## src/rtl/ddr_port_arbiter.sv

```systemverilog
// Shares the MIG user port between wfc/bfc/dfc readers and the write-back unit.
// Define ARB_FIXED_PRIORITY_EN for fixed priority dfc > wfc > bfc > wb; otherwise round-robin.
module ddr_port_arbiter #(
    parameter int DDR_ADDR_LEN = 32,
    parameter int SINGLE_LEN   = 24,
    parameter int BURST_BYTES  = 64
) (
    input  logic                      clk,
    input  logic                      rst_n,
    input  logic [3:0]                req,
    input  logic [4*DDR_ADDR_LEN-1:0] req_addr,
    input  logic [4*SINGLE_LEN-1:0]   req_bytes,
    output logic [3:0]                gnt,
    output logic [3:0]                done,
    output logic [1:0]                switch,
    output logic                      mig_type,
    output logic                      app_en,
    output logic [2:0]                app_cmd,
    output logic [DDR_ADDR_LEN-1:0]   app_addr,
    input  logic                      app_rdy,
    input  logic                      app_rd_data_valid,
    input  logic                      app_wdf_wren,
    input  logic                      app_wdf_rdy
);

    localparam int BURST_SHIFT = $clog2(BURST_BYTES);
    localparam logic [SINGLE_LEN-1:0]   CNT_ONE   = SINGLE_LEN'(1);
    localparam logic [DDR_ADDR_LEN-1:0] ADDR_STEP = DDR_ADDR_LEN'(BURST_BYTES);

    typedef enum logic [2:0] {
        IDLE  = 3'd0,
        ARB   = 3'd1,
        CMD   = 3'd2,
        DRAIN = 3'd3,
        DONE  = 3'd4
    } state_t;

    state_t                  state_reg;
    logic [1:0]              owner_reg;
    logic [3:0]              gnt_reg;
    logic [3:0]              done_reg;
    logic [1:0]              switch_reg;
    logic                    mig_type_reg;
    logic                    app_en_reg;
    logic [2:0]              app_cmd_reg;
    logic [DDR_ADDR_LEN-1:0] app_addr_reg;
    logic [SINGLE_LEN-1:0]   cmds_reg;
    logic [SINGLE_LEN-1:0]   cmd_cnt_reg;
    logic [SINGLE_LEN-1:0]   beat_cnt_reg;

    logic [DDR_ADDR_LEN-1:0] addr_arr  [4];
    logic [SINGLE_LEN-1:0]   bytes_arr [4];

    generate
        for (genvar gi = 0; gi < 4; gi++) begin : g_unpack
            assign addr_arr[gi]  = req_addr[gi*DDR_ADDR_LEN +: DDR_ADDR_LEN];
            assign bytes_arr[gi] = req_bytes[gi*SINGLE_LEN +: SINGLE_LEN];
        end
    endgenerate

    logic       win_valid;
    logic [1:0] win_idx;

`ifdef ARB_FIXED_PRIORITY_EN
    // Later assignments override earlier ones, so the last test is the highest priority.
    always_comb begin
        win_valid = |req;
        win_idx   = 2'd3;
        if (req[1]) win_idx = 2'd1;
        if (req[0]) win_idx = 2'd0;
        if (req[2]) win_idx = 2'd2;
    end
`else
    logic [1:0] last_owner_reg;
    logic [1:0] cand;

    // Scan from furthest to nearest so the requester right after the last owner wins.
    always_comb begin
        win_valid = 1'b0;
        win_idx   = 2'd0;
        cand      = 2'd0;
        for (int k = 4; k >= 1; k--) begin
            cand = last_owner_reg + 2'(k);
            if (req[cand]) begin
                win_valid = 1'b1;
                win_idx   = cand;
            end
        end
    end
`endif

    logic [SINGLE_LEN:0]   bytes_round;
    logic [SINGLE_LEN-1:0] cmds_next;
    logic                  beat;
    logic                  last_accept;

    assign bytes_round = {1'b0, bytes_arr[win_idx]} + (SINGLE_LEN+1)'(BURST_BYTES - 1);
    assign cmds_next   = SINGLE_LEN'(bytes_round >> BURST_SHIFT);
    assign beat        = mig_type_reg ? (app_wdf_wren & app_wdf_rdy) : app_rd_data_valid;
    assign last_accept = (cmd_cnt_reg + CNT_ONE) == cmds_reg;

    always_ff @(posedge clk or negedge rst_n) begin
        if (!rst_n) begin
            state_reg      <= IDLE;
            owner_reg      <= 2'd0;
            gnt_reg        <= 4'd0;
            done_reg       <= 4'd0;
            switch_reg     <= 2'd0;
            mig_type_reg   <= 1'b0;
            app_en_reg     <= 1'b0;
            app_cmd_reg    <= 3'd0;
            app_addr_reg   <= '0;
            cmds_reg       <= '0;
            cmd_cnt_reg    <= '0;
            beat_cnt_reg   <= '0;
`ifndef ARB_FIXED_PRIORITY_EN
            last_owner_reg <= 2'd3;
`endif
        end else begin
            case (state_reg)
                IDLE: begin
                    if (|req) state_reg <= ARB;
                end
                ARB: begin
                    if (win_valid) begin
                        owner_reg    <= win_idx;
                        gnt_reg      <= 4'b0001 << win_idx;
                        switch_reg   <= win_idx + 2'd1;
                        mig_type_reg <= (win_idx == 2'd3);
                        app_cmd_reg  <= (win_idx == 2'd3) ? 3'b000 : 3'b001;
                        app_addr_reg <= addr_arr[win_idx];
                        cmds_reg     <= cmds_next;
                        cmd_cnt_reg  <= '0;
                        beat_cnt_reg <= '0;
                        if (cmds_next == '0) begin
                            state_reg <= DONE;
                            done_reg  <= 4'b0001 << win_idx;
                        end else begin
                            state_reg <= CMD;
                        end
                    end else begin
                        state_reg <= IDLE;
                    end
                end
                CMD: begin
                    if (beat) beat_cnt_reg <= beat_cnt_reg + CNT_ONE;
                    // First CMD cycle only raises app_en; accepts are counted from then on.
                    if (!app_en_reg) begin
                        app_en_reg <= 1'b1;
                    end else if (app_rdy) begin
                        app_addr_reg <= app_addr_reg + ADDR_STEP;
                        cmd_cnt_reg  <= cmd_cnt_reg + CNT_ONE;
                        if (last_accept) begin
                            app_en_reg <= 1'b0;
                            state_reg  <= DRAIN;
                        end
                    end
                end
                DRAIN: begin
                    if (beat) beat_cnt_reg <= beat_cnt_reg + CNT_ONE;
                    if (beat_cnt_reg == cmds_reg) begin
                        state_reg <= DONE;
                        done_reg  <= 4'b0001 << owner_reg;
                    end
                end
                DONE: begin
                    done_reg       <= 4'd0;
                    gnt_reg        <= 4'd0;
`ifndef ARB_FIXED_PRIORITY_EN
                    last_owner_reg <= owner_reg;
`endif
                    state_reg      <= IDLE;
                end
                default: state_reg <= IDLE;
            endcase
        end
    end

    assign gnt      = gnt_reg;
    assign done     = done_reg;
    assign switch   = switch_reg;
    assign mig_type = mig_type_reg;
    assign app_en   = app_en_reg;
    assign app_cmd  = app_cmd_reg;
    assign app_addr = app_addr_reg;

`ifndef SYNTHESIS
    // Owners must hold req until their done pulse.
    a_req_held: assert property (@(posedge clk) disable iff (!rst_n)
        ((gnt_reg & ~req & ~done_reg) == 4'd0));
`endif

endmodule
```

## config.mk

```make
export PLATFORM = sky130hd
export DESIGN_NAME = ddr_port_arbiter
export DESIGN_NICKNAME = d
export VERILOG_FILES = /design/src/rtl/ddr_port_arbiter.sv
export SDC_FILE = /design/constraint.sdc
export NUM_CORES = 1
export LEC_CHECK = 0
export ABC_AREA = 1
export CAP_MARGIN = 20
export CORE_MARGIN = 1.5
export CORE_UTILIZATION = 43
export CTS_CLUSTER_DIAMETER = 100
export DETAILED_ROUTE_END_ITERATION = 12
export GPL_ROUTABILITY_DRIVEN = 0
export GPL_TIMING_DRIVEN = 0
export PLACE_DENSITY = 0.85
export REMOVE_ABC_BUFFERS = 1
export SLEW_MARGIN = 20
export SYNTH_ARGS = -nofsm -noshare
export SYNTH_HDL_FRONTEND = slang
export SYNTH_SLANG_ARGS = --single-unit
```

## constraint.sdc

```tcl
create_clock -name clk -period 5.03 [get_ports clk]
set_clock_uncertainty 0.2 [all_clocks]
set_input_delay 1.006 -clock clk [delete_from_list [all_inputs] [get_ports clk]]
set_output_delay 1.006 -clock clk [all_outputs]
set_load 0.01 [all_outputs]
```

# ---- Yosys cells after proc, flatten, opt, wreduce, memory -nomap -nowiden
# Index checks and enable logic that the tools add are counted.
dict set report classes {
  n_addsub 8
  magnitude_cmp 5
  eq_ne 15
  n_shift 2
  mux 51
  n_bitwise 2
  reduce_logical 14
}
# cell n
set op_table {}
lappend op_table {{2-to-1 mux 32 bit} 5}
lappend op_table {{2-to-1 mux 24 bit} 6}
lappend op_table {{case mux 24 bit (2 select lines)} 2}
lappend op_table {{binary-select mux 32 bit (select 2 bit)} 1}
lappend op_table {{case mux 32 bit (2 select lines)} 1}
lappend op_table {{adder 24 x 1 -> 24 bit, second input constant} 2}
lappend op_table {{binary-select mux 24 bit (select 2 bit)} 1}
lappend op_table {{== test 24 x 19 -> 1 bit} 2}
lappend op_table {{adder 32 x 7 -> 32 bit, second input constant} 1}
lappend op_table {{adder 24 x 6 -> 25 bit, second input constant} 1}
lappend op_table {{zero test 24 bit} 1}
lappend op_table {{2-to-1 mux 3 bit} 7}
lappend op_table {{2-to-1 mux 4 bit} 4}
lappend op_table {{inequality test 2 bit, second input constant} 7}
lappend op_table {{2-to-1 mux 1 bit} 13}
lappend op_table {{< comparator 2 x 3 -> 1 bit, second input constant} 4}
lappend op_table {{case mux 3 bit (4 select lines)} 1}
lappend op_table {{case mux 4 bit (3 select lines)} 1}
lappend op_table {{binary-select mux 1 bit (select 2 bit)} 4}
lappend op_table {{2-to-1 mux 2 bit} 4}
lappend op_table {{case mux 4 bit (2 select lines)} 1}
lappend op_table {{AND reduction 4 bit} 2}
lappend op_table {{left shift 1 x 2 -> 4 bit, first input constant} 2}
lappend op_table {{== test 3 x 2 -> 1 bit, second input constant} 2}
lappend op_table {{other kinds (17)} 22}
dict set report totals {
  register_bits 121
  inputBits 234
  output_inout_bits 47
  elab_cells 110
}

# ---- Longest topological paths before layout
# Gate-level depths: netlist (run 1).
dict set report depth {
  ltp_word 15
  mapped_depth 29
}

# ---- Worst setup path after synthesis (run 1)
# OpenSTA, ideal clock, no wires.
dict set report synth_path {
  path_type {input-to-reg}
  from {in req[3]}
  to {reg done_reg[0], in the netlist done[0]}
  setup_time_ps 117
  arrival_ps 3094
  required_time_ps 4713
  slack_ps 1619
  stages 26
  path_buffers 2
  cell_sequence {inv_1 -> nand2_1 -> nand3_1 -> nand2_1 -> inv_2 -> nand2_2 -> nand2_2 -> nand2_4 -> buf_12 -> buf_12 -> nand3b_2 -> nand3_2 -> nand2_4 -> nand2_4 -> nor2_8 -> inv_2 -> nor2_4 -> nand3_1 -> nand2_1 -> nand2_1 -> nor2_2 -> nand2_2 -> nand2_4 -> nand2_4 -> nand2_1 -> nand2_1}
}
dict set report synth_between {
  elab_chain_cells 14
  word_cells_on_any_way 29
  cone_classes {add/sub (1); eq/ne (2); shift (1); mux (22); bitwise (1); reduce/logical (2)}
}
# item line
set synth_lines {}
lappend synth_lines {{from (decl)} 10} ;# input logic [3:0] req,
lappend synth_lines {{binary-select mux 1 bit (select 2 bit)} 84} ;# if (req[cand]) begin
lappend synth_lines {{2-to-1 mux 1 bit (implied by the code)} 84}
lappend synth_lines {{2-to-1 mux 2 bit (4 in series)} 84}
lappend synth_lines {{inverter 2 -> 3 bit (implied by the code)} 97} ;# assign bytes_round = {1'b0, bytes_arr[win_idx]} + (SINGLE_LEN+1)'(BURST_BYTES - 1);
lappend synth_lines {{binary-select mux 24 bit (select 2 bit)} 97}
lappend synth_lines {{2-to-1 mux 24 bit (implied by the code) (2 in series)} 97}
lappend synth_lines {{adder 24 x 6 -> 25 bit} 97}
lappend synth_lines {{zero test 24 bit} 135} ;# if (cmds_next == '0) begin
lappend synth_lines {{inequality test 2 bit (no source line)} --}
lappend synth_lines {{AND reduction 4 bit (no source line)} --}
lappend synth_lines {{to (signal assigned)} 137} ;# done_reg <= 4'b0001 << win_idx;
lappend synth_lines {{to (signal assigned)} 163} ;# done_reg <= 4'b0001 << owner_reg;
lappend synth_lines {{to (decl)} 41} ;# logic [3:0] done_reg;
# Several ways; a longest one is shown, not always the timed one. The select of a mux whose other input is x is not followed.
# A chain may end at the register's enable or synchronous reset.

# ---- Final worst setup path (run 1)
dict set report layout_path {
  from {in req[3]}
  to {reg done_reg[2], in the netlist done[2]}
}
# The elaborated chain is that of the path after synthesis.

==> flow_summary_export.csv, run 1 <==
group,metric,value,unit
run_status,status,"complete, no violations",
clocking,cts_tree,"built",
global_route,grt_pass1_vias,10391,
finish,multiInputGateArea,5620,um2
setup_path,endpoint_kind,"flip-flop",
min_path,hp-class,"reg -> reg",
finish,drive_above_1_share,8.86,%
min_path,holdPathStages,2,
setup_path,cpPeakStageDelay,0.53,ns
finish,final_nets,1887,
sta,setup-tns-final,0,ns
finish,area_growth,37.4,%
routing,num_vias,10735,
sta,setup_ws,0.306,ns
yosys,syn-cell-area,9470,um2
yosys,synth-edff-count,0,
setup_path,critPathRequiredTime,5.15,ns
setup_path,arrival,4.84,ns
setup_path,critical_path.top_delay_family,"simple AND/OR/NAND/NOR gates",
die,io-pin-count,281,
setup_path,path_cells,"clkdlybuf4s50_1, inv_1, nand2_1, nand3_1, nand3_1, nand3_2, nand2_4, inv_6, nand3_1, nand2_1, nand2_2, nor2_1, nor2_1, nor2_1, nand3_1, nor2_1, nand2_1, nor2_2, nand2_2, nand2_4, nand2_4, nand2_1, nand2_1",
clocking,numCtsBuffers,17,
finish,seq_area,2980,um2
setup_path,crit_fanout,64,
clocking,path_clk_slew,0.06,ns
global_route,antenna_found_initial,0,
setup_path,rr_startpoint,"last_owner_reg[0]",
sta,finalCriticalPeriod,4.72,ns
setup_path,path_buf_inv,3,
setup_path,cp_num_cells,23,
sta,holdWs,0.269,ns
place,port_buffers,278,
sta,worstMarginPinSlew,1.02,ns
sta,max-slew-margin-rel,31.8,%
clocking,htreeDepth,4,
global_route,track_usage,27.9,%
clocking,clockBufferDepth,2,
routing,via_per_inst,5.54,
power_and_ir_drop,peakVddDrop,0.793,mV
job,drv_cap,0,
setup_path,path_class,"in -> reg",
sta,finalCritPeriodShare,93.9,%
setup_path,reg2reg_setup_slack,0.74,ns
finish,diodes,0,
routing,firstDrtPassIters,5,
sta,slew_viol_final,0,
setup_path,worstSetupStartpointType,"input pin",
global_route,grt_first_pass_wirelength,50.3,mm
routing,drc_errors,0,
yosys,yosysUniqueCellTypes,57,
yosys,ys_seq_area_share,31.5,%
min_path,hold_end,"done[0]",
place,numPlacedInstances,1904,
die,die_h,151,um
yosys,synthArstFlopShare,100,%
clocking,cts_sinks,119,
yosys,yosys-top-cells-area,"dfrtp_1 31%, nand2_1 12%, nand3_1 7.2%, nor2_1 6.3%, o21ai_0 5.7%",
setup_path,critPathMostFrequentCell,"nand2_1",
routing,wire_per_inst,16.2,um
die,initial_core_util,43.7,%
sta,setup_violations,0,
min_path,worstHoldStart,"done[0]",
setup_path,reg2reg_depth,23,
global_route,grt_overflow,0,
sta,fmax,212,MHz
global_route,grt_max_degree,78,
clocking,clock_latency,0.43,ns
routing,ant_nets,0,
yosys,syn_area_per_cell,6.73,um2
finish,fillerInstances,1910,
place,dpl_cell_area,12400,um2
die,dieArea,22900,um2
yosys,synth-seq-cells,119,
routing,wirelength,31.5,mm
setup_path,rr_endpoint,"done[2]",
place,hpwlAfterDp,22.0,mm
yosys,synth_largest_area_cell,"dfrtp_1",
routing,first_iter_violations,914,
finish,postLayoutCellArea,13000,um2
setup_path,crit_start,"req[3]",
yosys,synth_cells,1407,
clocking,cts-root-buf,"clkbuf_16",
die,die_width,151,um
clocking,post_cts_buffers,0,
yosys,synth_top_area_share,30.9,%
power_and_ir_drop,power_density,722,nW/um2
power_and_ir_drop,p_leak,5.65,nW
yosys,synth_warnings,0,
yosys,ys.flop_type,"dfrtp_1",
finish,final_cells,1939,
sta,hold_viol,0,
finish,layout_common_cells,"305 x nand2_1, 277 x clkdlybuf4s50_1, 159 x nor2_1, 136 x nand3_1, 132 x inv_1",
die,rows,54,
place,place_ws,-1.64,ns
die,core_area,21700,um2
finish,layout_commonest_cell,"nand2_1",
finish,largest_register_ffs,32,
setup_path,cp_slowest_cell,"inv_6",
[worst max-delay path by stage]
stage,endpoint,slack (ns)
2_1_floorplan,done[0],0.17
3_3_place_gp,app_addr[23],-2.23
3_5_place_dp,done[2],-1.64
4_1_cts,done[3],0.06
5_1_grt,done[1],-0.01
6_report,done[2],0.31
[cells by family (layout without fill, tap and decap cells)]
family	count (synthesis)	count (layout)	synth area share, %
and+or+nand+nor	761	764	38.1
AOI/OAI and AO/OA	259	259	15.7
other	1	2	0.0396
adders and majority gates	7	7	0.925
xor gates and xnor gates	42	42	3.88
buffers and inverters	218	466	9.91
DFF	119	119	31.5
[where the power goes]
part | switching [W] | internal (W) | total [W]
Clock | 0.000473 | 0.000784 | 0.00126
Combinational | 0.00439 | 0.00213 | 0.00652
Sequential | 0.000339 | 0.00127 | 0.00161
[synth_stat cells (all sizes together) (2+ instances only)]
cell type,n
nand2,343
nor2,180
nand3,155
inv,150
dfrtp,117
o21ai,108
a21oi,56
clkbuf,44
o22ai,44
nor3,33
xor2,29
buf,21
nand4,21
a31oi,15
nor4,14
xnor2,13
nand3b,9
ha,7
o211ai,6
o31ai,6
a211oi,5
or2,5
o221ai,4
clkinv,3
o32ai,3
a22oi,2
dfstp,2
o2111ai,2
[tightest hold or removal path, cell delays in order, from the launching register on]
cell     delay (ns)
dfrtp_1        0.34
nand2_1        0.05
nand2_1        0.04
[metal layers]
metal	vias to the layer above	share of wire (%)	GRT usage, %
met5	-	0	0
met4	0	2.7	9.56
met3	78	7.8	6.36
met2	490	50	48.3
met1	4996	40	33.8
li1	5171	-	-
[through the flow]
stage / utilization [%] / total power (W)
after CTS: 59.9 / 0.00932
after global placement: 56.5 / 0.00771
after detailed placement: 56.9 / 0.00792
after global routing: 60.0 / 0.0102
final: 60.0 / 0.00939
after floorplan: - / 0.00588
[cell type report]
type,count,area share [%]
timing repair buffer,281,22.0
clock buffer,19,3.33
tap,280,2.69
multi-input combinational,1074,43.2
sequential,119,22.9
clock inverter,13,1.30
inverter,153,4.60
[repair_timing]
action,CTS,global route
pin swaps,1,0
gates resized for setup,3,3
gates cloned,2,1
hold buffers,0,0
endpoints found under the setup margin,59,6
Power figures use the tool's default switching activity.
==> run 2, diff against run 1 <==
--- a/config.mk
+++ b/config.mk
@@ -15,6 +15,7 @@
 export GPL_TIMING_DRIVEN = 0
 export PLACE_DENSITY = 0.85
 export REMOVE_ABC_BUFFERS = 1
+export SETUP_SLACK_MARGIN = 0.4
 export SLEW_MARGIN = 20
 export SYNTH_ARGS = -nofsm -noshare
 export SYNTH_HDL_FRONTEND = slang
==> flow_summary_export.csv, run 2 (synthesized netlist as in run 1, its figures left out) <==
group,metric,value,unit
job,drv_cap,0,
global_route,grt_first_pass_wirelength,50.8,mm
sta,hold_viol,0,
power_and_ir_drop,power_density,753,nW/um2
sta,setup-tns-final,0,ns
sta,holdWs,0.271,ns
routing,ant_nets,0,
clocking,clock_latency,0.43,ns
setup_path,arrival,4.58,ns
place,dpl_cell_area,12400,um2
global_route,grt_max_degree,78,
setup_path,crit_fanout,36,
setup_path,path_class,"in -> reg",
setup_path,critPathMostFrequentCell,"nand2_1",
sta,rsz0062_at_grt,"false",
sta,finalCritPeriodShare,88.8,%
setup_path,cp_slowest_cell,"clkdlybuf4s50_1",
die,rows,54,
setup_path,rr_endpoint,"done[3]",
clocking,path_clk_slew,0.06,ns
run_status,status,"complete, no violations",
finish,seq_area,2980,um2
finish,fillerInstances,1868,
die,initial_core_util,43.7,%
finish,final_nets,1906,
die,die_width,151,um
finish,postLayoutCellArea,13200,um2
place,port_buffers,278,
finish,final_cells,1958,
finish,layout_commonest_cell,"nand2_1",
sta,slew_viol_final,0,
sta,finalCriticalPeriod,4.47,ns
die,io-pin-count,281,
setup_path,endpoint_kind,"flip-flop",
power_and_ir_drop,total_power,0.00997,W
finish,layout_common_cells,"305 x nand2_1, 277 x clkdlybuf4s50_1, 159 x nor2_1, 136 x nand3_1, 132 x inv_1",
finish,area_growth,39.7,%
die,dieArea,22900,um2
routing,firstDrtPassIters,6,
routing,num_vias,11053,
routing,drc_errors,0,
sta,worstMarginPinSlew,1.03,ns
die,die_h,151,um
setup_path,crit_start,"req[3]",
setup_path,rr_startpoint,"last_owner_reg[0]",
clocking,cts-root-buf,"clkbuf_16",
setup_path,reg2reg_depth,25,
routing,via_per_inst,5.65,
finish,drive_above_1_share,9.95,%
power_and_ir_drop,p_leak,5.76,nW
global_route,antenna_found_initial,0,
routing,first_iter_violations,1013,
min_path,worstHoldStart,"done[0]",
setup_path,critPathRequiredTime,5.15,ns
setup_path,cp-endpoint,"done[3]",
clocking,cts_sinks,119,
min_path,hp-class,"reg -> reg",
setup_path,cpPeakStageDelay,0.48,ns
place,hpwlAfterDp,22.0,mm
routing,wirelength,33.8,mm
setup_path,worstSetupStartpointType,"input pin",
sta,setup_violations,0,
setup_path,critical_path.top_delay_family,"simple AND/OR/NAND/NOR gates",
finish,diodes,0,
power_and_ir_drop,peakVddDrop,0.573,mV
finish,multiInputGateArea,5710,um2
clocking,clockBufferDepth,2,
sta,max-slew-margin-rel,30.8,%
global_route,grt_overflow,0,
place,numPlacedInstances,1904,
setup_path,path_buf_inv,4,
clocking,hold_buffers,0,
sta,fmax,224,MHz
clocking,htreeDepth,4,
min_path,holdPathStages,2,
global_route,grt_pass1_vias,10488,
die,core_area,21700,um2
clocking,cts_tree,"built",
global_route,track_usage,28.2,%
setup_path,cp_num_cells,26,
clocking,numCtsBuffers,17,
setup_path,reg2reg_setup_slack,0.96,ns
routing,wire_per_inst,17.3,um
finish,largest_register_ffs,32,
==> run 2: cell count changes in the layout (fill, tap and decap cells not counted) <==
cell and delta:
buf_4 +12, nand2_4 +6, nand2_2 -2, a21oi_1 -1
a21oi_2 +1, clkinv_16 +1, clkinv_8 +1, inv_6 -1
nand2_8 +1, nand3_2 +1
==> run 2: stage by stage <==
stage	util [%]	setup WS [ns]
floorplan	-	0.171
global placement	56.5	-2.23
detailed placement	56.9	-1.64
CTS	60.1	0.420
global route	61.0	0.316
finish	61.0	0.563
==> run 2: layer usage <==
| metal | global-route usage [%] | share of wire [%] | up-vias |
|---|---|---|---|
| met5 | 0 | 0 | - |
| met4 | 11.1 | 3.4 | 0 |
| met3 | 6.63 | 8.9 | 101 |
| met2 | 48.8 | 49 | 598 |
| met1 | 33.7 | 39 | 5130 |
| li1 | - | - | 5224 |
==> run 2: worst min path at each step <==
stage	to
floorplan	beat_cnt_reg[23]
global placement	beat_cnt_reg[23]
detailed placement	done[0]
CTS	done[0]
global route	done[0]
finish	done[0]
==> run 2: repair_timing <==
| item | 4_1_cts | 5_1_grt |
|---|---|---|
| setup endpoints to repair | 61 | 6 |
| resized for setup | 7 | 8 |
| pin swaps | 1 | 3 |
| buffers inserted | 0 | 12 |
| cloned | 4 | 6 |
==> run 2: area by class of cell <==
type	instances	area share, %
multi-input cells	1080	43.2
repair buffers	293	22.3
clock buffers	19	3.27
clock inverters	13	1.28
well taps	280	2.65
inverters	153	4.72
flip-flops and latches	119	22.5
repair inverters	1	0.0851
==> run 2: tightest hold or removal path: stages (launching register included) <==
cell	delay [ns]
dfrtp_1	0.34
nand2_1	0.05
nand2_1	0.04
==> run 2: power breakdown <==
| part | internal, W | total (W) | leakage [nW] | switching [W] |
|---|---|---|---|---|
| clock | 0.000784 | 0.00126 | 0.281 | 0.000475 |
| sequential | 0.00127 | 0.00161 | 1.51 | 0.000340 |
| combinational | 0.00230 | 0.00709 | 3.96 | 0.00479 |
| total | 0.00436 | 0.00997 | 5.76 | 0.00561 |
==> run 3, diff against run 2 <==
==> constraint.sdc (replaced) <==
create_clock -name clk -period 5.03 [get_ports clk]
set_clock_uncertainty 0.2 [all_clocks]
set_input_delay 1.006 -clock clk [delete_from_list [all_inputs] [get_ports clk]]
set_output_delay 1.006 -clock clk [all_outputs]
set_load 0.02 [all_outputs]
==> results of run 3 <==
Same layout as run 2 (identical final DEF). Status: complete, no violations.
Among the figures that moved: total power 0.00997 W -> 0.0101 W; worst IR drop on VDD 0.573 mV -> 0.575 mV
